`src/rtl/instr_enc_pkg.sv`:
```
// instr_enc_pkg: op classes, MIPS opcodes, word formats and FSM states shared by the instruction encoder
package instr_enc_pkg;
  typedef enum logic [4:0] {
    OP_R, OP_LW, OP_LH, OP_LB, OP_LBU, OP_LHU, OP_SW, OP_SH, OP_SB,
    OP_BEQ, OP_BNE, OP_BLEZ, OP_BGTZ,
    OP_ADDI, OP_ADDIU, OP_SLTI, OP_SLTIU, OP_ANDI, OP_ORI, OP_XORI, OP_LUI,
    OP_J, OP_JAL, OP_LI, OP_FPU_R, OP_LWC1, OP_SWC1
  } op_e;
  localparam logic [5:0] OPC_R     = 6'h00;
  localparam logic [5:0] OPC_J     = 6'h02;
  localparam logic [5:0] OPC_JAL   = 6'h03;
  localparam logic [5:0] OPC_BEQ   = 6'h04;
  localparam logic [5:0] OPC_BNE   = 6'h05;
  localparam logic [5:0] OPC_BLEZ  = 6'h06;
  localparam logic [5:0] OPC_BGTZ  = 6'h07;
  localparam logic [5:0] OPC_ADDI  = 6'h08;
  localparam logic [5:0] OPC_ADDIU = 6'h09;
  localparam logic [5:0] OPC_SLTI  = 6'h0A;
  localparam logic [5:0] OPC_SLTIU = 6'h0B;
  localparam logic [5:0] OPC_ANDI  = 6'h0C;
  localparam logic [5:0] OPC_ORI   = 6'h0D;
  localparam logic [5:0] OPC_XORI  = 6'h0E;
  localparam logic [5:0] OPC_LUI   = 6'h0F;
  localparam logic [5:0] OPC_COP1  = 6'h11;
  localparam logic [5:0] OPC_LB    = 6'h20;
  localparam logic [5:0] OPC_LH    = 6'h21;
  localparam logic [5:0] OPC_LW    = 6'h23;
  localparam logic [5:0] OPC_LBU   = 6'h24;
  localparam logic [5:0] OPC_LHU   = 6'h25;
  localparam logic [5:0] OPC_SB    = 6'h28;
  localparam logic [5:0] OPC_SH    = 6'h29;
  localparam logic [5:0] OPC_SW    = 6'h2B;
  localparam logic [5:0] OPC_LWC1  = 6'h31;
  localparam logic [5:0] OPC_SWC1  = 6'h39;
  localparam logic [4:0] FMT_SINGLE = 5'h10;
  typedef enum logic [2:0] {FMT_R, FMT_I, FMT_J, FMT_FPU, FMT_BAD} fmt_e;
  typedef enum logic [1:0] {IDLE, ONE, LI_HI, LI_LO} state_e;
endpackage

```
`src/rtl/instr_pack.sv`:
```
// instr_pack: combinational op class + fields -> 32-bit MIPS word, range_err, illegal
//   ports: op, rs, rt, rd, shamt, funct, imm, target in; word, range_err, illegal out
//   INSTR_ENC_FPU_EN enables OP_FPU_R, OP_LWC1, OP_SWC1; otherwise they report illegal
module instr_pack
  import instr_enc_pkg::*;
(
  input  op_e         op,
  input  logic [4:0]  rs,
  input  logic [4:0]  rt,
  input  logic [4:0]  rd,
  input  logic [4:0]  shamt,
  input  logic [5:0]  funct,
  input  logic [31:0] imm,
  input  logic [25:0] target,
  output logic [31:0] word,
  output logic        range_err,
  output logic        illegal
);
  logic [5:0] opc;
  fmt_e       fmt;
  logic       sgn, zx;
  logic [4:0] rs_f, rt_f;
  always_comb begin
    opc = OPC_R;
    fmt = FMT_I;
    sgn = 1'b0;
    zx  = 1'b0;
    case (op)
      OP_R:     fmt = FMT_R;
      OP_LW:    begin opc = OPC_LW;    sgn = 1'b1; end
      OP_LH:    begin opc = OPC_LH;    sgn = 1'b1; end
      OP_LB:    begin opc = OPC_LB;    sgn = 1'b1; end
      OP_LBU:   begin opc = OPC_LBU;   sgn = 1'b1; end
      OP_LHU:   begin opc = OPC_LHU;   sgn = 1'b1; end
      OP_SW:    begin opc = OPC_SW;    sgn = 1'b1; end
      OP_SH:    begin opc = OPC_SH;    sgn = 1'b1; end
      OP_SB:    begin opc = OPC_SB;    sgn = 1'b1; end
      OP_BEQ:   begin opc = OPC_BEQ;   sgn = 1'b1; end
      OP_BNE:   begin opc = OPC_BNE;   sgn = 1'b1; end
      OP_BLEZ:  begin opc = OPC_BLEZ;  sgn = 1'b1; end
      OP_BGTZ:  begin opc = OPC_BGTZ;  sgn = 1'b1; end
      OP_ADDI:  begin opc = OPC_ADDI;  sgn = 1'b1; end
      OP_ADDIU: begin opc = OPC_ADDIU; sgn = 1'b1; end
      OP_SLTI:  begin opc = OPC_SLTI;  sgn = 1'b1; end
      OP_SLTIU: begin opc = OPC_SLTIU; sgn = 1'b1; end
      OP_ANDI:  begin opc = OPC_ANDI;  zx = 1'b1; end
      OP_ORI:   begin opc = OPC_ORI;   zx = 1'b1; end
      OP_XORI:  begin opc = OPC_XORI;  zx = 1'b1; end
      OP_LUI:   begin opc = OPC_LUI;   zx = 1'b1; end
      OP_J:     begin opc = OPC_J;     fmt = FMT_J; end
      OP_JAL:   begin opc = OPC_JAL;   fmt = FMT_J; end
`ifdef INSTR_ENC_FPU_EN
      OP_FPU_R: fmt = FMT_FPU;
      OP_LWC1:  begin opc = OPC_LWC1;  sgn = 1'b1; end
      OP_SWC1:  begin opc = OPC_SWC1;  sgn = 1'b1; end
`endif
      default:  fmt = FMT_BAD;
    endcase
  end
  // LUI has no rs operand and BLEZ/BGTZ compare against $0, so those fields are forced
  assign rs_f = op == OP_LUI ? 5'd0 : rs;
  assign rt_f = (op == OP_BLEZ || op == OP_BGTZ) ? 5'd0 : rt;
  assign word = fmt == FMT_R   ? {OPC_R, rs, rt, rd, shamt, funct} :
                fmt == FMT_J   ? {opc, target} :
                fmt == FMT_FPU ? {OPC_COP1, FMT_SINGLE, rt, rs, rd, funct} :
                fmt == FMT_I   ? {opc, rs_f, rt_f, imm[15:0]} : 32'd0;
  // signed fit: bits 31..15 must all replicate the 16-bit sign bit
  assign range_err = (sgn && imm[31:15] != {17{imm[15]}}) || (zx && imm[31:16] != 16'd0);
  assign illegal   = fmt == FMT_BAD;
endmodule

```
`src/rtl/instr_encoder.sv`:
```
// instr_encoder: packs op requests into MIPS words and streams them with byte addresses to imem
//   in:  clk, reset (sync, active-high), in_valid, op_sel, rs, rt, rd, shamt, funct, imm, target, out_ready
//   out: in_ready, out_valid, out_instr, out_addr, range_err (sticky), illegal (sticky)
//   LI expands to lui+ori, or a single ori when imm[31:16]==0
//   INSTR_ENC_FPU_EN enables the FPU op classes inside instr_pack
module instr_encoder
  import instr_enc_pkg::*;
#(
  parameter int                ADDR_W    = 32,
  parameter logic [ADDR_W-1:0] BASE_ADDR = '0
) (
  input  logic              clk,
  input  logic              reset,
  input  logic              in_valid,
  output logic              in_ready,
  input  logic [4:0]        op_sel,
  input  logic [4:0]        rs,
  input  logic [4:0]        rt,
  input  logic [4:0]        rd,
  input  logic [4:0]        shamt,
  input  logic [5:0]        funct,
  input  logic [31:0]       imm,
  input  logic [25:0]       target,
  output logic              out_valid,
  input  logic              out_ready,
  output logic [31:0]       out_instr,
  output logic [ADDR_W-1:0] out_addr,
  output logic              range_err,
  output logic              illegal
);
  state_e      state, state_n;
  logic        in_fire, out_fire, is_li, li_hi, load;
  logic [4:0]  rt_q;
  logic [15:0] lo_q;
  op_e         p_op;
  logic [4:0]  p_rs, p_rt;
  logic [31:0] p_imm, p_word;
  logic        p_rerr, p_ill;
  assign in_fire  = in_valid && in_ready;
  assign out_fire = out_valid && out_ready;
  assign is_li    = op_sel == OP_LI;
  assign li_hi    = imm[31:16] != 16'd0;
  // One packer serves both the incoming request and the deferred ori half of an LI;
  // in_ready is low in LI_HI, so the two uses never collide.
  assign p_op  = state == LI_HI ? OP_ORI : is_li ? (li_hi ? OP_LUI : OP_ORI) : op_e'(op_sel);
  assign p_rs  = state == LI_HI ? rt_q : is_li ? 5'd0 : rs;
  assign p_rt  = state == LI_HI ? rt_q : rt;
  assign p_imm = state == LI_HI ? {16'd0, lo_q} : is_li ? {16'd0, li_hi ? imm[31:16] : imm[15:0]} : imm;
  instr_pack u_pack (
    .op(p_op), .rs(p_rs), .rt(p_rt), .rd(rd), .shamt(shamt), .funct(funct),
    .imm(p_imm), .target(target), .word(p_word), .range_err(p_rerr), .illegal(p_ill)
  );
  always_ff @(posedge clk)
    if (reset) state <= IDLE;
    else state <= state_n;
  always_comb begin
    state_n = state;
    if (state == LI_HI) state_n = out_fire ? LI_LO : LI_HI;
    else if (in_fire) state_n = p_ill ? IDLE : (is_li && li_hi) ? LI_HI : ONE;
    else if (out_fire) state_n = IDLE;
  end
  always_comb begin
    out_valid = state != IDLE;
    in_ready  = state == IDLE || ((state == ONE || state == LI_LO) && out_ready);
  end
  assign load = (state == LI_HI && out_fire) || (in_fire && !p_ill);
  always_ff @(posedge clk)
    if (reset) begin
      out_instr <= '0;
      out_addr  <= BASE_ADDR;
      range_err <= 1'b0;
      illegal   <= 1'b0;
      rt_q      <= '0;
      lo_q      <= '0;
    end else begin
      if (out_fire) out_addr <= out_addr + ADDR_W'(4);
      if (load) out_instr <= p_word;
      if (in_fire && p_rerr) range_err <= 1'b1;
      if (in_fire && p_ill) illegal <= 1'b1;
      if (in_fire) begin
        rt_q <= rt;
        lo_q <= imm[15:0];
      end
    end
endmodule

```
`config.mk`:
```
export PLATFORM = sky130hd
export DESIGN_NAME = instr_encoder
export DESIGN_NICKNAME = d
export VERILOG_FILES = /design/src/rtl/instr_enc_pkg.sv /design/src/rtl/instr_pack.sv /design/src/rtl/instr_encoder.sv
export SDC_FILE = /design/constraint.sdc
export NUM_CORES = 1
export LEC_CHECK = 0
export ABC_AREA = 1
export CAP_MARGIN = 0
export CORE_UTILIZATION = 35
export CTS_BUF_LIST = sky130_fd_sc_hd__clkbuf_8 sky130_fd_sc_hd__clkbuf_16
export CTS_CLUSTER_SIZE = 8
export DETAILED_ROUTE_END_ITERATION = 10
export DONT_BUFFER_PORTS = 1
export HOLD_SLACK_MARGIN = 0.12
export PLACE_DENSITY = 0.53
export SYNTH_ARGS = -nofsm -noshare
export SYNTH_HDL_FRONTEND = slang
export SYNTH_SLANG_ARGS = --single-unit
```
`constraint.sdc`:
```
create_clock -name clk -period 3.5 [get_ports clk]
set_input_delay 0.525 -clock clk [delete_from_list [all_inputs] [get_ports clk]]
set_output_delay 0.525 -clock clk [all_outputs]
set_load 0.005 [all_outputs]
```
### Word level (Yosys, flattened, before mapping)

Index checks and enable logic that the tools add are counted.

* bits in registers: 89
* output and inout port bits: 68
* word-level logic and storage cells: 91

* add/sub/neg operators: 1
* equal/unequal tests: 31
* multiplexer cells: 25
* reduce and logical (&&, ||, !) cells: 27

Operator list (number)
* $mux 32: 6
* $pmux 6 s22: 1
* $eq 5x4->1 const B: 8
* $eq 5x5->1 const B: 8
* $mux 5: 7
* $add 32x3->32 const B: 1
* $reduce_bool 16->1: 2
* $eq 5x3->1 const B: 4
* $reduce_or 20->1: 1
* $mux 16: 1
* $ne 16x16->1: 1
* $reduce_or 16->1: 1
* $eq 5x2->1 const B: 2
* $logic_and 1x1->1: 10
* $mux 2: 5
* $pmux 3 s3: 1
* $eq 3x2->1 const B: 2
* $eq 5x1->1 const B: 1
* $logic_not 5->1: 1
* $logic_or 1x1->1: 5
* $eq 2x2->1 const B: 2
* $reduce_or 4->1: 1
* $eq 3x1->1 const B: 1
* $eq 3x3->1 const B: 1
* other kinds (9): 11

### Longest topological paths before layout

* depth after elaboration: 12
* gate-level depth with buffers: 17
* mapped depth without buffers: 16

### Hierarchy

A second synthesis with hierarchy kept.

* cell total of the unflattened synthesis: 920
* area, all modules: 5506.5 um^2

Modules (own cells, without submodules)
* instr_encoder: times used 1, cells each 694, area an instance 4479.3 um^2, seq. area each 1741.7 um^2
* instr_pack: times used 1, cells each 226, area an instance 1027.2 um^2, seq. area each 0.0 um^2

### Worst setup path after synthesis

Ideal clock, no wire load.

* path kind: in2reg
* start: in imm[26]
* end: reg out_instr[15]
* arrival: 2085 ps
* data required time: 3389 ps
* slack: 1304 ps
* stages on the path: 17
* buffers on the path: 1
* path through: nor2_1 -> nand2_1 -> nor2_1 -> nand3_2 -> nand2_1 -> inv_1 -> nand2_1 -> nor2_1 -> nor2_1 -> nand3_1 -> nor2_1 -> nand2_2 -> buf_2 -> nand2_1 -> nand3_1 -> nor2_1 -> nor2_1

* cells in the longest elaborated chain, start to end: 12
* elaborated cells on any way between the ends: 45
* those cells by class: 26 x eq/ne; 11 x mux; 8 x reduce/logical

Ends and longest elaborated chain
* start: declaration: RTL line instr_encoder.sv:22 `input logic [31:0] imm,`
* $reduce_bool 16->1 (*): RTL line instr_encoder.sv:42 `assign li_hi = imm[31:16] != 16'd0;`
* $mux 3: RTL line instr_encoder.sv:45 `assign p_op = state == LI_HI ? OP_ORI : is_li ? (li_hi ? OP_LUI : OP_ORI) : op_e'(op_sel);`
* $mux 5 (2 in series): RTL line instr_encoder.sv:45
* $eq 5x1->1, or another cell as far along: RTL line instr_pack.sv:28 `case (op)`
* $reduce_or 20->1 (no source line) / $reduce_or 2->1 (equally long branches)
* $pmux 3 s3: RTL line instr_pack.sv:28
* $eq 3x1->1: RTL line instr_pack.sv:66 `fmt == FMT_I ? {opc, rs_f, rt_f, imm[15:0]} : 32'd0;`
* $mux 32: RTL line instr_pack.sv:66
* $mux 32: RTL line instr_pack.sv:65 `fmt == FMT_FPU ? {OPC_COP1, FMT_SINGLE, rt, rs, rd, funct} :`
* $mux 32: RTL line instr_pack.sv:64 `fmt == FMT_J ? {opc, target} :`
* $mux 32: RTL line instr_pack.sv:63 `assign word = fmt == FMT_R ? {OPC_R, rs, rt, rd, shamt, funct} :`
* end signal: assignment: RTL line instr_encoder.sv:77 `if (load) out_instr <= p_word;`
* end: declaration: RTL line instr_encoder.sv:26 `output logic [31:0] out_instr,`

Mark *: on every way between the ends. The rest lies on a longest branch, timed or not.
A chain may end at the register's enable or synchronous reset.

### Final worst setup path

* start: reg state[1]
* end: reg out_instr[31]

* cells in the longest elaborated chain, start to end: 10
* elaborated cells on any way between the ends: 51
* those cells by class: 29 x eq/ne; 7 x mux; 15 x reduce/logical

Ends and longest elaborated chain
* start: declaration: RTL line instr_encoder.sv:31 `state_e state, state_n;`
* start signal: assignment: RTL line instr_encoder.sv:55 `else state <= state_n;`
* $eq 2x2->1: RTL line instr_encoder.sv:45, instr_encoder.sv:66
* $mux 5: RTL line instr_encoder.sv:45
* $eq 5x1->1, or another cell as far along: RTL line instr_pack.sv:28
* $reduce_or 20->1 (no source line) / $reduce_or 2->1 (equally long branches)
* $pmux 3 s3: RTL line instr_pack.sv:28
* $eq 3x1->1: RTL line instr_pack.sv:66
* $mux 32: RTL line instr_pack.sv:66
* $mux 32: RTL line instr_pack.sv:65
* $mux 32: RTL line instr_pack.sv:64
* $mux 32: RTL line instr_pack.sv:63

Several ways; a longest one is shown, not always the timed one.

==> results <==
- By instance count, the leading cell after synthesis is sky130_fd_sc_hd__nand2_1.
- By area the synthesized netlist is led by sky130_fd_sc_hd__dfxtp_1 (33%), sky130_fd_sc_hd__nand2_1 (13%), sky130_fd_sc_hd__nor2_1 (11%).
- STA classifies the critical path endpoint as a flip-flop.
- The clock reaches the later pin of the worst-skew pair after 0.35 ns.
- The worst register-to-register path ends at out_instr[31].
- Setup repair after global routing left no endpoint under its margin.
- The number of enable-type register cells in the synthesized netlist is 0.
- The first detailed-routing pass took 8 iterations.
- The violation count after the first detailed-routing iteration is approximately 330.
- Across all layers, the routed design uses around 5300 vias.
- The estimated wirelength of the detail-placed design is between 10 and 15 mm.
- The number of nets in the finished design is about 940.
- The hold buffer count at cts is 0.
- Once layout is complete, the utilization of the core stands at 0.389.
- Synthesis produced a netlist whose cell count is 866.
- STA classifies the critical path startpoint as a flip-flop.
- Of the synthesized area, sequential elements account for 0.327.
- The remaining antenna violation count is 0.
- The number of buffers inserted by port buffering is 0.
- The number of buffers on the longest clock path is 2.
- The antenna cell count is 0.
- Data on the critical path is required at its endpoint by ~3.8 ns.
- The final hold violation count is 0.
- The total setup buffers inserted after CTS is 0.
- The clock net in this run drives a total of just under 90 sinks.
- The areal power density over the cells is around 430 nW/µm².
- Clock skew on the completed layout was measured at between 0.01 and 0.015 ns.
- The layout cell share with drive strength beyond 1 is 0.0598.
- The detailed-route wire length per cell is between 15 and 20 µm.
- The headroom to the max-slew limit is 0.378.
- The startpoint of the worst hold path is reset.
- The maximum vdd drop is 0.221 mV.
- Dividing the detail-routed via count by the number of cells gives ~5.1.
- The die is roughly 130 µm tall.
- At the worst endpoint, the arrival time is ~3.2 ns.
- The yosys synthesis warning count is 0.
- The level count of the clock H-tree is 3.
- Synthesis instantiated 38 different standard cells from the library.
- The area of the die is approximately 16000 µm².
- The floorplan die width is about 130 µm.
- The boundary pin count is roughly 160.
- The floorplan has 44 rows.
- After clock tree synthesis, the clock-pin slew on the worst setup and hold paths is 0.07 ns.
- The clock root buffer is sky130_fd_sc_hd__clkbuf_16.
- Prior to clock tree synthesis, the placed netlist has a worst setup slack of approximately 0.54 ns.
- Of the available clock period, the critical path in the final layout requires 0.822.
- The netlist area before placement is around 5300 µm².
- By count the netlist is led by sky130_fd_sc_hd__nand2_1 (185), sky130_fd_sc_hd__nor2_1 (155), sky130_fd_sc_hd__inv_1 (105).
- In the routed design, unresolved DRC markers number 9.
- The effective utilization at floorplan is 0.362.
- The post-synthesis register bit count is 87.
- The number of buffers created by CTS is 9.
- Summed over all failing endpoints, the final setup total negative slack is 0 ns.
- The post-layout minimum cycle time is between 2 and 3 ns.
- The routed design has around 17 mm of wire.
- The filler cell count is around 1700.
- The setup slack of the worst register-to-register path is a little over 0.6 ns.
- The flow ran to the end, but the final reports show violations.
- Counting instances, the worst hold path has a depth of 1.
- The worst min-delay path class is in2reg.
- The final reports fail on DRC.
- TritonCTS built the clock tree.
- The final max-slew violation count is 0.
- The worst reg2reg path depth is 15.
- Entering global routing, the biggest net connects between 50 and 60 pins.
- The number of failing setup endpoints in the final timing report is 0.
- After synthesis, the share of flip-flops with an asynchronous set or reset is 0.
- The top cell type's share of synthesized area is 0.327.
- The worst reg2reg path startpoint is state[1].
- The global-route wire length before repair is between 20 and 30 mm.
- The global route total overflow is 0.
- The leakage power summed over all cells is between 2 and 2.5 nW.
- A synthesized cell averages approximately 6.1 µm².
- The via count of the first global-routing pass came to 5113.
- The worst hold path terminates at out_addr[18].
- The post-cts repair resize count is 0.
- Timing would allow up to ~0.35 GHz.
- The post-route worst setup slack is about 0.62 ns.
- The largest fanout of any net on the critical path is 30.
- The floorplan step defined a core boundary enclosing 14700 µm².
- The transition time of the tightest slew-check pin is a little over 0.9 ns.
- sky130_fd_sc_hd__dfxtp_1 takes more of the synthesized area than any other cell.
- The most used flip-flop cell after synthesis is sky130_fd_sc_hd__dfxtp_1.
- Compared with the post-synthesis result, the final layout area differs by 7.42%.
- Tracing the worst setup path back leads to its startpoint at state[1].
- Max-cap violations in this run came to 0.
- The type of the setup path with the least slack is reg2reg.
- The number of antenna violations at the first check in global routing is 0.
- At the end of routability-driven placement, the weighted congestion stood at slightly above 0.9.
- Across every metal layer, demand over resource in global routing totals 0.219.
## critical path, cell delays in order (launching register included)
cell and delay [ns]:
sky130_fd_sc_hd__dfxtp_1 0.35, sky130_fd_sc_hd__inv_2 0.05, sky130_fd_sc_hd__nor2_1 0.29, sky130_fd_sc_hd__buf_4 0.31, sky130_fd_sc_hd__a21oi_2 0.07, sky130_fd_sc_hd__nand3_2 0.15
sky130_fd_sc_hd__nor2_1 0.09, sky130_fd_sc_hd__nor2_2 0.26, sky130_fd_sc_hd__nand3_1 0.12, sky130_fd_sc_hd__nor2_1 0.13, sky130_fd_sc_hd__nand3_2 0.11, sky130_fd_sc_hd__nand2_2 0.10
sky130_fd_sc_hd__nand2_2 0.08, sky130_fd_sc_hd__inv_2 0.42, sky130_fd_sc_hd__nor2_1 0.15, sky130_fd_sc_hd__nor2_1 0.13
## power breakdown
part,switching (mW),total [mW],internal (mW)
combinational,0.269,0.420,0.151
clock,0.441,0.931,0.490
sequential,0.0504,1.12,1.06
total,0.760,2.47,1.71
## how the worst max path moves through the flow
stage          slack, ns  depth (start not counted)            end
2_1_floorplan       1.30                         17  out_instr[15]
4_1_cts             0.63                         15  out_instr[31]
3_5_place_dp        0.54                         15  out_instr[31]
3_3_place_gp        0.52                         15  out_instr[31]
5_1_grt             0.34                         15  out_instr[31]
6_report            0.62                         15  out_instr[31]
## layout make-up
type,count,area [µm²],area share
Sequential cell,87,1740,0.304
Inverter,111,417,0.0728
Timing Repair Buffer,8,60.1,0.0105
Multi-Input combinational cell,631,2990,0.523
Clock inverter,7,55.1,0.00962
Tap cell,184,230,0.0402
Clock buffer,9,225,0.0394
## metrics by stage
stage	instances	total power, mW	hold slack [ns]	instance area, µm²
after CTS	1037	2.50	0.222	5720
after global routing	1037	2.61	0.225	5720
final	1037	2.47	0.237	5720
after detailed placement	1021	1.56	0.440	5440
after floorplan	867	1.47	0.425	5330
after global placement	1021	1.56	0.435	5440
## flip-flops by register name, summed over array words and instances (netlist names)
signal,flops
range_err,1
lo_q,16
out_addr,30
state,2
rt_q,5
illegal,1
out_instr,32
## layout by cell type, fill, tap and decap left out, drive strengths merged
master	netlist	layout
nand2	192	192
nor2	158	158
inv	109	112
dfxtp	87	87
o21ai	67	67
nand3	54	54
a21oi	40	40
nand3b	35	35
nor3	22	22
o22ai	11	11
xor2	11	11
nand4	10	10
clkbuf	27	9
buf	11	8
nor4	6	6
a31oi	5	5
or2	5	5
clkinv	2	5
o21a	3	3
o211ai	2	2
a211oi	2	2
conb	1	2
o221ai	1	1
and3	1	1
and2	1	1
o2111ai	1	1
o21ba	1	1
ha	1	1
clkinvlp	0	1
## cells by family (layout without fill, tap and decap cells)
group | after synthesis | in the layout | synth area share
and+or+nand+nor | 484 | 484 | 0.405
buffers and inverters | 149 | 135 | 0.112
AOI/OAI and AO/OA | 133 | 133 | 0.135
DFF | 87 | 87 | 0.327
xor gates and xnor gates | 11 | 11 | 0.0181
adders and majority gates | 1 | 1 | 0.00235
other | 1 | 2 | 0.000704
## per-layer routing
metal  routed length [µm]  track usage  part of all wire  vias up
met4                  363       0.0890             0.022        0
met2                 7270        0.337              0.44      138
met1                 7760        0.293              0.47     2369
met5                    0            0                 0        -
li1                     -            -                 -     2740
met3                 1160       0.0531             0.070       24
Power figures use the tool's default switching activity.
